[config.mk]
export PLATFORM = sky130hd
export DESIGN_NAME = ram_port_arb_flat
export DESIGN_NICKNAME = d
export VERILOG_FILES = /design/src/rtl/ram_port_arb_pkg.sv /design/src/rtl/ram_port_arb_if.sv /design/src/rtl/ram_port_arb_starve_cnt.sv /design/src/rtl/ram_port_arb.sv /design/src/flat_wrapper.sv
export SDC_FILE = /design/constraint.sdc
export NUM_CORES = 1
export LEC_CHECK = 0
export ABC_AREA = 1
export ABC_CLOCK_PERIOD_IN_PS = 3400
export CAP_MARGIN = 30
export CORE_AREA = 2 2 100 102
export DETAILED_ROUTE_END_ITERATION = 10
export DIE_AREA = 0 0 102 104
export PLACE_DENSITY = 0.67
export SLEW_MARGIN = 5
export SYNTH_ARGS = -nofsm -noshare
export SYNTH_HDL_FRONTEND = slang
export SYNTH_HIERARCHICAL = 1
export SYNTH_SLANG_ARGS = --single-unit
[constraint.sdc]
create_clock -name clk -period 3.4 [get_ports clk]
set_clock_uncertainty 0.05 [all_clocks]
set_input_delay 0.68 -clock clk [delete_from_list [all_inputs] [get_ports clk]]
set_output_delay 0.68 -clock clk [all_outputs]
set_load 0.02 [all_outputs]
[src/rtl/ram_port_arb_pkg.sv]
// Shared types and constants for the RAM port A arbiter.
// Requester indices map onto read-data owners through owner_of().
package ram_port_arb_pkg;

    typedef enum logic [1:0] {
        OWN_NONE = 2'd0,
        OWN_CORE = 2'd1,
        OWN_LDR  = 2'd2
    } owner_t;

    localparam int REQ_CORE     = 0;
    localparam int REQ_LDR      = 1;
    localparam int MAX_WAIT_DEF = 15;
    localparam int WAIT_W       = 8;

    function automatic owner_t owner_of(input int idx);
        return (idx == REQ_CORE) ? OWN_CORE : OWN_LDR;
    endfunction

endpackage

[src/rtl/ram_port_arb_if.sv]
// Requester and RAM-side signals of the port A arbiter, bundled as one interface.
// slave = arbiter view; master = requesters plus RAM view.
interface ram_port_arb_if #(
    parameter int XLEN         = 32,
    parameter int RAM_ADDR_LEN = 14
) ();

    logic                    m0_req;
    logic [XLEN/8-1:0]       m0_we;
    logic [RAM_ADDR_LEN-1:0] m0_addr;
    logic [XLEN-1:0]         m0_wdata;
    logic                    m0_gnt;
    logic                    m0_rvalid;
    logic [XLEN-1:0]         m0_rdata;

    logic                    m1_req;
    logic                    m1_lock;
    logic [XLEN/8-1:0]       m1_we;
    logic [RAM_ADDR_LEN-1:0] m1_addr;
    logic [XLEN-1:0]         m1_wdata;
    logic                    m1_gnt;
    logic                    m1_rvalid;
    logic [XLEN-1:0]         m1_rdata;

    logic                    ram_en;
    logic [XLEN/8-1:0]       ram_we;
    logic [RAM_ADDR_LEN-1:0] ram_addr;
    logic [XLEN-1:0]         ram_wdata;
    logic [XLEN-1:0]         ram_rdata;

    logic                    starve_flag;

    modport slave (
        input  m0_req, m0_we, m0_addr, m0_wdata,
        output m0_gnt, m0_rvalid, m0_rdata,
        input  m1_req, m1_lock, m1_we, m1_addr, m1_wdata,
        output m1_gnt, m1_rvalid, m1_rdata,
        output ram_en, ram_we, ram_addr, ram_wdata,
        input  ram_rdata,
        output starve_flag
    );

    modport master (
        output m0_req, m0_we, m0_addr, m0_wdata,
        input  m0_gnt, m0_rvalid, m0_rdata,
        output m1_req, m1_lock, m1_we, m1_addr, m1_wdata,
        input  m1_gnt, m1_rvalid, m1_rdata,
        input  ram_en, ram_we, ram_addr, ram_wdata,
        output ram_rdata,
        input  starve_flag
    );

endinterface

[src/rtl/ram_port_arb_starve_cnt.sv]
// Saturating count of consecutive cycles the core was denied; flag at saturation.
// Clear has priority over increment; flag is registered state, no combinational path from inc.
module ram_port_arb_starve_cnt
    import ram_port_arb_pkg::*;
#(
    parameter int MAX_WAIT = MAX_WAIT_DEF
) (
    input  logic clk,
    input  logic rst,
    input  logic i_inc,
    input  logic i_clr,
    output logic o_starve
);

    localparam logic [WAIT_W-1:0] SAT = WAIT_W'(MAX_WAIT);

    logic [WAIT_W-1:0] r_cnt;

    always_ff @(posedge clk) begin
        if (rst || i_clr) begin
            r_cnt <= '0;
        end else if (i_inc && (r_cnt != SAT)) begin
            r_cnt <= r_cnt + 1'b1;
        end
    end

    assign o_starve = (r_cnt == SAT);

endmodule

[src/rtl/ram_port_arb.sv]
// Arbitrates RAM port A between the core (m0) and the UART loader (m1); grants are same-cycle.
// Read data returns one cycle after a read grant; a requester is held off simply by withholding gnt.
module ram_port_arb
    import ram_port_arb_pkg::*;
#(
    parameter int XLEN         = 32,
    parameter int RAM_ADDR_LEN = 14,
    parameter int MAX_WAIT     = MAX_WAIT_DEF
) (
    input  logic          clk,
    input  logic          rst,
    ram_port_arb_if.slave bus
);

    localparam int BE_W = XLEN / 8;

    logic                    w_lock_eff;
    logic                    w_gnt0;
    logic                    w_gnt1;
    logic                    w_starve;
    logic [BE_W-1:0]         w_we;
    logic [RAM_ADDR_LEN-1:0] w_addr;
    logic [XLEN-1:0]         w_wdata;

    logic                    r_lock;
    owner_t                  r_rd_owner;

    // Dropping m1_lock releases the port in the same cycle, so the core can win immediately.
    assign w_lock_eff = r_lock & bus.m1_lock;

    always_comb begin
        w_gnt0 = 1'b0;
        w_gnt1 = 1'b0;
        if (rst) begin
            w_gnt0 = 1'b0;
        end else if (w_lock_eff) begin
            w_gnt1 = bus.m1_req;
        end else if (bus.m1_req && bus.m0_req && w_starve) begin
            w_gnt0 = 1'b1;
        end else if (bus.m1_req) begin
            w_gnt1 = 1'b1;
        end else if (bus.m0_req) begin
            w_gnt0 = 1'b1;
        end
    end

    always_comb begin
        w_we    = '0;
        w_addr  = '0;
        w_wdata = '0;
        if (w_gnt0) begin
            w_we    = bus.m0_we;
            w_addr  = bus.m0_addr;
            w_wdata = bus.m0_wdata;
        end else if (w_gnt1) begin
            w_we    = bus.m1_we;
            w_addr  = bus.m1_addr;
            w_wdata = bus.m1_wdata;
        end
    end

    always_ff @(posedge clk) begin
        if (rst) begin
            r_rd_owner <= OWN_NONE;
            r_lock     <= 1'b0;
        end else begin
            if (w_gnt0 && (bus.m0_we == '0)) begin
                r_rd_owner <= owner_of(REQ_CORE);
            end else if (w_gnt1 && (bus.m1_we == '0)) begin
                r_rd_owner <= owner_of(REQ_LDR);
            end else begin
                r_rd_owner <= OWN_NONE;
            end

            if (!bus.m1_lock) begin
                r_lock <= 1'b0;
            end else if (w_gnt1) begin
                r_lock <= 1'b1;
            end
        end
    end

    ram_port_arb_starve_cnt #(
        .MAX_WAIT (MAX_WAIT)
    ) u_starve_cnt (
        .clk      (clk),
        .rst      (rst),
        .i_inc    (bus.m0_req & ~w_gnt0),
        .i_clr    (w_gnt0 | ~bus.m0_req),
        .o_starve (w_starve)
    );

    assign bus.m0_gnt      = w_gnt0;
    assign bus.m1_gnt      = w_gnt1;
    assign bus.ram_en      = w_gnt0 | w_gnt1;
    assign bus.ram_we      = w_we;
    assign bus.ram_addr    = w_addr;
    assign bus.ram_wdata   = w_wdata;

    // A read granted just before reset must not surface while reset is asserted.
    assign bus.m0_rvalid   = ~rst & (r_rd_owner == OWN_CORE);
    assign bus.m1_rvalid   = ~rst & (r_rd_owner == OWN_LDR);
    assign bus.m0_rdata    = bus.ram_rdata;
    assign bus.m1_rdata    = bus.ram_rdata;
    assign bus.starve_flag = ~rst & w_starve;

    a_one_gnt: assert property (@(posedge clk) disable iff (rst)
        !(bus.m0_gnt && bus.m1_gnt));

    a_m0_hold: assert property (@(posedge clk) disable iff (rst)
        (bus.m0_req && !bus.m0_gnt) |=>
            (!bus.m0_req || $stable({bus.m0_we, bus.m0_addr, bus.m0_wdata})));

    a_m1_hold: assert property (@(posedge clk) disable iff (rst)
        (bus.m1_req && !bus.m1_gnt) |=>
            (!bus.m1_req || $stable({bus.m1_we, bus.m1_addr, bus.m1_wdata})));

endmodule

[src/flat_wrapper.sv]
// flat-port wrapper written by rule: the top's interface ports become plain ports
module ram_port_arb_flat import ram_port_arb_pkg::*;
#(
    parameter int XLEN         = 32,
    parameter int RAM_ADDR_LEN = 14,
    parameter int MAX_WAIT     = MAX_WAIT_DEF
)
  (clk, rst, bus_m0_req, bus_m0_we, bus_m0_addr, bus_m0_wdata, bus_m0_gnt, bus_m0_rvalid, bus_m0_rdata, bus_m1_req, bus_m1_lock, bus_m1_we, bus_m1_addr, bus_m1_wdata, bus_m1_gnt, bus_m1_rvalid, bus_m1_rdata, bus_ram_en, bus_ram_we, bus_ram_addr, bus_ram_wdata, bus_ram_rdata, bus_starve_flag);
  ram_port_arb_if #(.XLEN(XLEN), .RAM_ADDR_LEN(RAM_ADDR_LEN)) bus_i ();
  input  logic clk;
  input  logic rst;
  input wire logic [$bits(bus_i.m0_req)-1:0] bus_m0_req;
  input wire logic [$bits(bus_i.m0_we)-1:0] bus_m0_we;
  input wire logic [$bits(bus_i.m0_addr)-1:0] bus_m0_addr;
  input wire logic [$bits(bus_i.m0_wdata)-1:0] bus_m0_wdata;
  output wire logic [$bits(bus_i.m0_gnt)-1:0] bus_m0_gnt;
  output wire logic [$bits(bus_i.m0_rvalid)-1:0] bus_m0_rvalid;
  output wire logic [$bits(bus_i.m0_rdata)-1:0] bus_m0_rdata;
  input wire logic [$bits(bus_i.m1_req)-1:0] bus_m1_req;
  input wire logic [$bits(bus_i.m1_lock)-1:0] bus_m1_lock;
  input wire logic [$bits(bus_i.m1_we)-1:0] bus_m1_we;
  input wire logic [$bits(bus_i.m1_addr)-1:0] bus_m1_addr;
  input wire logic [$bits(bus_i.m1_wdata)-1:0] bus_m1_wdata;
  output wire logic [$bits(bus_i.m1_gnt)-1:0] bus_m1_gnt;
  output wire logic [$bits(bus_i.m1_rvalid)-1:0] bus_m1_rvalid;
  output wire logic [$bits(bus_i.m1_rdata)-1:0] bus_m1_rdata;
  output wire logic [$bits(bus_i.ram_en)-1:0] bus_ram_en;
  output wire logic [$bits(bus_i.ram_we)-1:0] bus_ram_we;
  output wire logic [$bits(bus_i.ram_addr)-1:0] bus_ram_addr;
  output wire logic [$bits(bus_i.ram_wdata)-1:0] bus_ram_wdata;
  input wire logic [$bits(bus_i.ram_rdata)-1:0] bus_ram_rdata;
  output wire logic [$bits(bus_i.starve_flag)-1:0] bus_starve_flag;
  assign bus_i.m0_req = bus_m0_req;
  assign bus_i.m0_we = bus_m0_we;
  assign bus_i.m0_addr = bus_m0_addr;
  assign bus_i.m0_wdata = bus_m0_wdata;
  assign bus_m0_gnt = bus_i.m0_gnt;
  assign bus_m0_rvalid = bus_i.m0_rvalid;
  assign bus_m0_rdata = bus_i.m0_rdata;
  assign bus_i.m1_req = bus_m1_req;
  assign bus_i.m1_lock = bus_m1_lock;
  assign bus_i.m1_we = bus_m1_we;
  assign bus_i.m1_addr = bus_m1_addr;
  assign bus_i.m1_wdata = bus_m1_wdata;
  assign bus_m1_gnt = bus_i.m1_gnt;
  assign bus_m1_rvalid = bus_i.m1_rvalid;
  assign bus_m1_rdata = bus_i.m1_rdata;
  assign bus_ram_en = bus_i.ram_en;
  assign bus_ram_we = bus_i.ram_we;
  assign bus_ram_addr = bus_i.ram_addr;
  assign bus_ram_wdata = bus_i.ram_wdata;
  assign bus_i.ram_rdata = bus_ram_rdata;
  assign bus_starve_flag = bus_i.starve_flag;
  ram_port_arb #(.XLEN(XLEN), .RAM_ADDR_LEN(RAM_ADDR_LEN), .MAX_WAIT(MAX_WAIT)) u_core (.clk(clk), .rst(rst), .bus(bus_i));
endmodule
Yosys cells after proc, flatten, opt, wreduce, memory -nomap -nowiden
Index checks and enable logic that the tools add are counted.
W data, S select, Z words.
{"block": "word_totals", "ff_bits": 11, "out_inout_bits": 120, "word_cells": 47}
{"block": "classes", "addsub": 1, "eq_ne": 4, "n_mux": 17, "bitwise": 11, "reduce_logical": 10}
{"op": "$mux W32", "count": 2}
{"op": "$mux W14", "count": 2}
{"op": "$mux W1", "count": 10}
{"op": "$add A8 B1 Y8 const B", "count": 1}
{"op": "$eq A8 B4 Y1 const B", "count": 1}
{"op": "$logic_not A4 Y1", "count": 2}
{"op": "$mux W4", "count": 2}
{"op": "$ne A8 B4 Y1 const B", "count": 1}
{"op": "$and A1 B1 Y1", "count": 5}
{"op": "$logic_and A1 B1 Y1", "count": 5}
{"op": "$not A1 Y1", "count": 4}
{"op": "$reduce_or A2 Y1", "count": 2}
{"op": "$eq A2 B1 Y1 const B", "count": 1}
{"op": "$eq A2 B2 Y1 const B", "count": 1}
{"op": "$mux W2", "count": 1}
{"op": "$or A1 B1 Y1", "count": 2}
{"op": "$logic_or A1 B1 Y1", "count": 1}

Longest topological paths before layout
{"block": "depth", "ltp_word": 8, "mapped_depth": 14, "depth_no_buf": 13}

Modules after synthesis
Netlist, hierarchy kept.
{"module": "ram_port_arb", "n_inst": 1, "cells_each": 262, "area_per_inst_um2": 1378.8}
{"module": "ram_port_arb_starve_cnt", "n_inst": 1, "cells_each": 67, "area_per_inst_um2": 426.7}

Least setup slack after synthesis
No wires, ideal clock.
{"block": "synth_path", "kind": "register to output", "startpoint": "reg u_core.u_starve_cnt.r_cnt[0]", "endpoint": "out bus_ram_addr[10]", "arrival_time_ns": 1.614, "required_ns": 2.670, "slack_ns": 1.056, "stages_incl_launch_ff": 11, "n_path_buf": 1, "cell_sequence": "dfxtp_1 ha_1 nand3_1 nor2_1 inv_1 nand2_1 nand3_2 inv_2 buf_2 nand2_1 nand2_1"}
{"block": "synth_between", "elab_cells_between_ends": 10, "cone_classes": "1 x eq/ne; 8 x mux; 1 x reduce/logical"}
{"item": "start: declaration", "line": "ram_port_arb_starve_cnt.sv:17", "text": "logic [WAIT_W-1:0] r_cnt;"}
{"item": "start signal: assignment", "line": "ram_port_arb_starve_cnt.sv:23", "text": "r_cnt <= r_cnt + 1'b1;"}
{"item": "$eq A8 B4 Y1", "line": "ram_port_arb_starve_cnt.sv:27", "text": "assign o_starve = (r_cnt == SAT);"}
{"item": "net u_core.w_starve", "line": "ram_port_arb.sv:20", "text": "logic w_starve;"}
{"item": "$logic_and A1 B1 Y1", "line": "ram_port_arb.sv:38", "text": "end else if (bus.m1_req && bus.m0_req && w_starve) begin"}
{"item": "$mux W1", "line": "ram_port_arb.sv:38"}
{"item": "$mux W1", "line": "ram_port_arb.sv:36", "text": "end else if (w_lock_eff) begin"}
{"item": "$mux W1", "line": "ram_port_arb.sv:34", "text": "if (rst) begin"}
{"item": "net bus_m0_gnt", "line": "flat_wrapper.sv:16", "text": "output wire logic [$bits(bus_i.m0_gnt)-1:0] bus_m0_gnt;"}
{"item": "$mux W14", "line": "ram_port_arb.sv:51", "text": "if (w_gnt0) begin"}
{"item": "end: declaration", "line": "flat_wrapper.sv:29", "text": "output wire logic [$bits(bus_i.ram_addr)-1:0] bus_ram_addr;"}
The timed path passes the listed nets, and every way through them passes these cells.

Worst setup path after layout
{"block": "layout_path", "startpoint": "in bus_m0_req", "endpoint": "out bus_ram_wdata[3]"}
{"block": "layout_between", "elab_chain_len": 7, "elab_cells_between_ends": 12, "cone_classes": "10 x mux; 2 x reduce/logical"}
{"item": "start: declaration", "line": "flat_wrapper.sv:12", "text": "input wire logic [$bits(bus_i.m0_req)-1:0] bus_m0_req;"}
{"item": "$logic_and A1 B1 Y1 (2 in a row)", "line": "ram_port_arb.sv:38"}
{"item": "$mux W1", "line": "ram_port_arb.sv:38"}
{"item": "$mux W1", "line": "ram_port_arb.sv:36"}
{"item": "$mux W1", "line": "ram_port_arb.sv:34"}
{"item": "$mux W32", "line": "ram_port_arb.sv:55", "text": "end else if (w_gnt1) begin"}
{"item": "$mux W32 (*)", "line": "ram_port_arb.sv:51"}
{"item": "end: declaration", "line": "flat_wrapper.sv:30", "text": "output wire logic [$bits(bus_i.ram_wdata)-1:0] bus_ram_wdata;"}
Every way passes the cells marked *; elsewhere a longest branch is shown, timed or not.

==> results by group <==
Floorplan
  • Starting Density: between 10% and 20%
  • Die Wd: around 100 um
  • Row Count: 36
  • Num ports: 257
  • Die Ht: between 100 and 150 um
  • Core Footprint: 9549 um2
  • Die area: 10610 um2

Status
  • Status: finished, final reports clean

Power
  • Pwr per Cell Area: 186.6 nW/um2
  • Max IR drop VDD: just over 90 uV
  • Lkg Pwr: 1.365 nW
  • Overall Power: 0.5946 mW

CTS
  • CTS Buf Count: 3
  • Setup Buffers After CTS: 0
  • CTS tree: built
  • Clock Path Buffers: 2
  • Clock transition at the registers of the reported paths: approximately 0.050 ns
  • Clk Latency, worst-skew pair: 0.24 ns
  • Hold buffers post-CTS: 0
  • TritonCTS Sinks: 11
  • H-Tree Level Count: 1
  • Clk root buf: clkbuf_8

Critical path
  • Worst Setup EP: bus_ram_wdata[3]
  • Worst Setup SP: bus_m0_req
  • Reg-to-reg startpoint: u_core/u_starve_cnt/r_cnt[0]
  • CP required: 2.67 ns
  • Flop2flop setup slack: 0.88 ns
  • R2R depth: 13
  • R2r endpoint: u_core/u_starve_cnt/r_cnt[4]
  • Worst Path Arrival: approximately 2.5 ns
  • CP startpoint kind: primary input
  • Crit. End Element: output pin
  • Peak fanout along the critical path: 30
  • Critical path type: in -> out

Yosys
  • Post-synthesis cell area: approximately 1800 um2
  • Top-area cell type share of the netlist area: 26.61%
  • Top-count cell post-synth: nand2_1
  • Synth cell types: 19
  • Top cells by area, synth: buf_4, nand2_1, nand3_1, dfxtp_1, nor2_1
  • Post-synthesis register bit count: 11
  • Mux share of post-synthesis cell area: 0%
  • Yosys warnings: 6
  • Sequential fraction of the synthesis area: about an eighth
  • Post-synthesis simple-gate area fraction: 49.48%
  • Dominant synthesized flop cell: dfxtp_1
  • Synth Area in Compound Gates: under 10%
  • Synth area leader: buf_4
  • Average size of a mapped cell: 5.488 um2
  • EDFF count, synth: 0
  • Syn Nets: 467
  • Adder-Cell Fraction of Synth Area: less than 1%
  • Post-synth ARST share: 0%
  • Largest family of logic cells by synthesized area: simple AND/OR/NAND/NOR gates
  • Synth cell count leaders: nand2_1, buf_4, nand3_1
  • XOR/XNOR Fraction of Synth Area: less than 1%
  • Synth Instances: about 330

Cells and area
  • Diodes inserted: 0
  • Post-Layout Cell Count: between 500 and 600
  • Layout overhead on the synthesized area: 76.51%
  • Fin area: 3187 um2
  • Share of cells above drive strength 1: 4.255%
  • Layout Nets: 562

Placement
  • DP Area: 3139 um2
  • Port bufs: 160
  • Gpl congestion: 0.7802
  • Pre-CTS setup slack: 0.1639 ns
  • Dpl hpwl: 5404 um
  • Inst Count DP: 552

Timing
  • Final Setup Violations: 0
  • Final worst-path cycle share: 94.22%
  • Hold Vio Cnt, Final: 0
  • Worst-margin pin slew: 0.5005 ns
  • Max_slew headroom: 66.51%
  • Post-route setup TNS: 0 ns
  • RSZ-0062 raised after global routing: no
  • Final worst slack: just under 0.2 ns
  • Final min period: around 3.2 ns
  • Fin. max-slew vios: 0
  • Max Clk Rate: between 300 and 400 MHz

Global routing
  • Global route total overflow: 0
  • Initial antenna violation count: 1
  • Vias in the first global route: 2237
  • First-pass GRT wire length: roughly 10000 um
  • Gr usage total: a little under an eighth
  • Largest net degree at the start of global routing: 41

Detailed routing
  • WL per Instance: 11.84 um
  • Iter 0 DRT Violations: 70
  • Drt drc: 0
  • Vias: 2317
  • Final ANT Viol Nets: 0
  • Final wirelength: 6585 um
  • Pre-antenna DRT Iters: 4
  • Vias/cell: roughly 4.2

Job
  • Max Cap Viol: 0

Min path
  • HP Class: reg -> reg
==> how the worst min path moves through the flow <==
| stage | from | to | slack [ns] | cells after the start |
|---|---|---|---|---|
| floorplan | u_core/r_lock | u_core/r_lock | 0.38 | 2 |
| global placement | u_core/r_lock | u_core/r_lock | 0.38 | 2 |
| detailed placement | u_core/r_lock | u_core/r_lock | 0.39 | 2 |
| CTS | u_core/r_lock | u_core/r_lock | 0.40 | 2 |
| global route | u_core/r_lock | u_core/r_lock | 0.43 | 2 |
| finish | u_core/r_lock | u_core/r_lock | 0.39 | 2 |
==> layout make-up <==
cell class / count / area, um2
inverter: 17 / 63.81
timing repair buffer: 169 / 1722
clock buffer: 4 / 45.04
tap: 133 / 166.4
multi-input combinational: 222 / 969.7
fill: 1043 / 6362
sequential: 11 / 220.2
==> through the flow <==
step / util, % / hold slack (ns)
finish: 33.37 / 0.3943
global route: 33.37 / 0.4292
CTS: 33.35 / 0.3999
detailed placement: 32.87 / 0.3922
global placement: 32.87 / 0.3829
floorplan: - / 0.3755
==> critical path, stage by stage <==
cell and delay, ns:
clkdlybuf4s50_1 0.49, inv_1 0.07, nor2_1 0.10, nand3_2 0.09, inv_2 0.11, buf_12 0.19
nand2_1 0.07, nand2_1 0.06, clkdlybuf4s50_1 0.60
==> power breakdown <==
| part | internal [mW] | total [mW] | switching (mW) |
|---|---|---|---|
| combinational | 0.196 | 0.329 | 0.133 |
| clock | 0.0825 | 0.134 | 0.0511 |
| sequential | 0.131 | 0.132 | 0.00144 |
| total | 0.409 | 0.595 | 0.185 |
==> routing by layer <==
layer | up-vias | wire length, um | track usage, %
met1 | 1000 | 2316 | 11.43
met2 | 125 | 3269 | 21.76
li1 | 1160 | - | -
met3 | 32 | 744 | 2.285
met4 | 0 | 254 | 6.190
met5 | - | 0 | 0
==> placed cells by master, fill, tap and decap left out <==
| master | count |
|---|---|
| dfxtp_1 | 11 |
| nand2_1 | 116 |
| nor3_1 | 3 |
| clkbuf_1 | 1 |
| o21ai_0 | 4 |
| clkbuf_8 | 3 |
| buf_12 | 4 |
| xnor2_1 | 1 |
| ha_1 | 1 |
| inv_1 | 16 |
| nor2_4 | 1 |
| nand3b_1 | 1 |
| nor2_1 | 28 |
| a21boi_0 | 1 |
| clkdlybuf4s50_1 | 159 |
| nand3_2 | 3 |
| nor2_2 | 1 |
| inv_2 | 1 |
| buf_4 | 5 |
| nand3_1 | 59 |
| a21oi_1 | 3 |
| dlymetal6s2s_1 | 1 |
==> flip-flops by register name, indices dropped and copies added, names as in the netlist <==
register	count
u_core/r_lock	1
u_core/r_rd_owner	2
u_core/u_starve_cnt/r_cnt	8
==> kinds of logic (layout without fill, tap and decap cells) <==
logic type,Yosys count,in the layout
AOI/OAI and AO/OA,8,8
xor gates and xnor gates,1,1
adders and majority gates,1,1
buffers and inverters,96,190
DFF,11,11
and+or+nand+nor,212,212
==> repair_timing <==
action,in CTS,in global routing
endpoints found under the hold margin,0,0
endpoints found under the setup margin,0,1
resized for setup,0,1
Note: power is estimated with default switching activity, not from simulation.
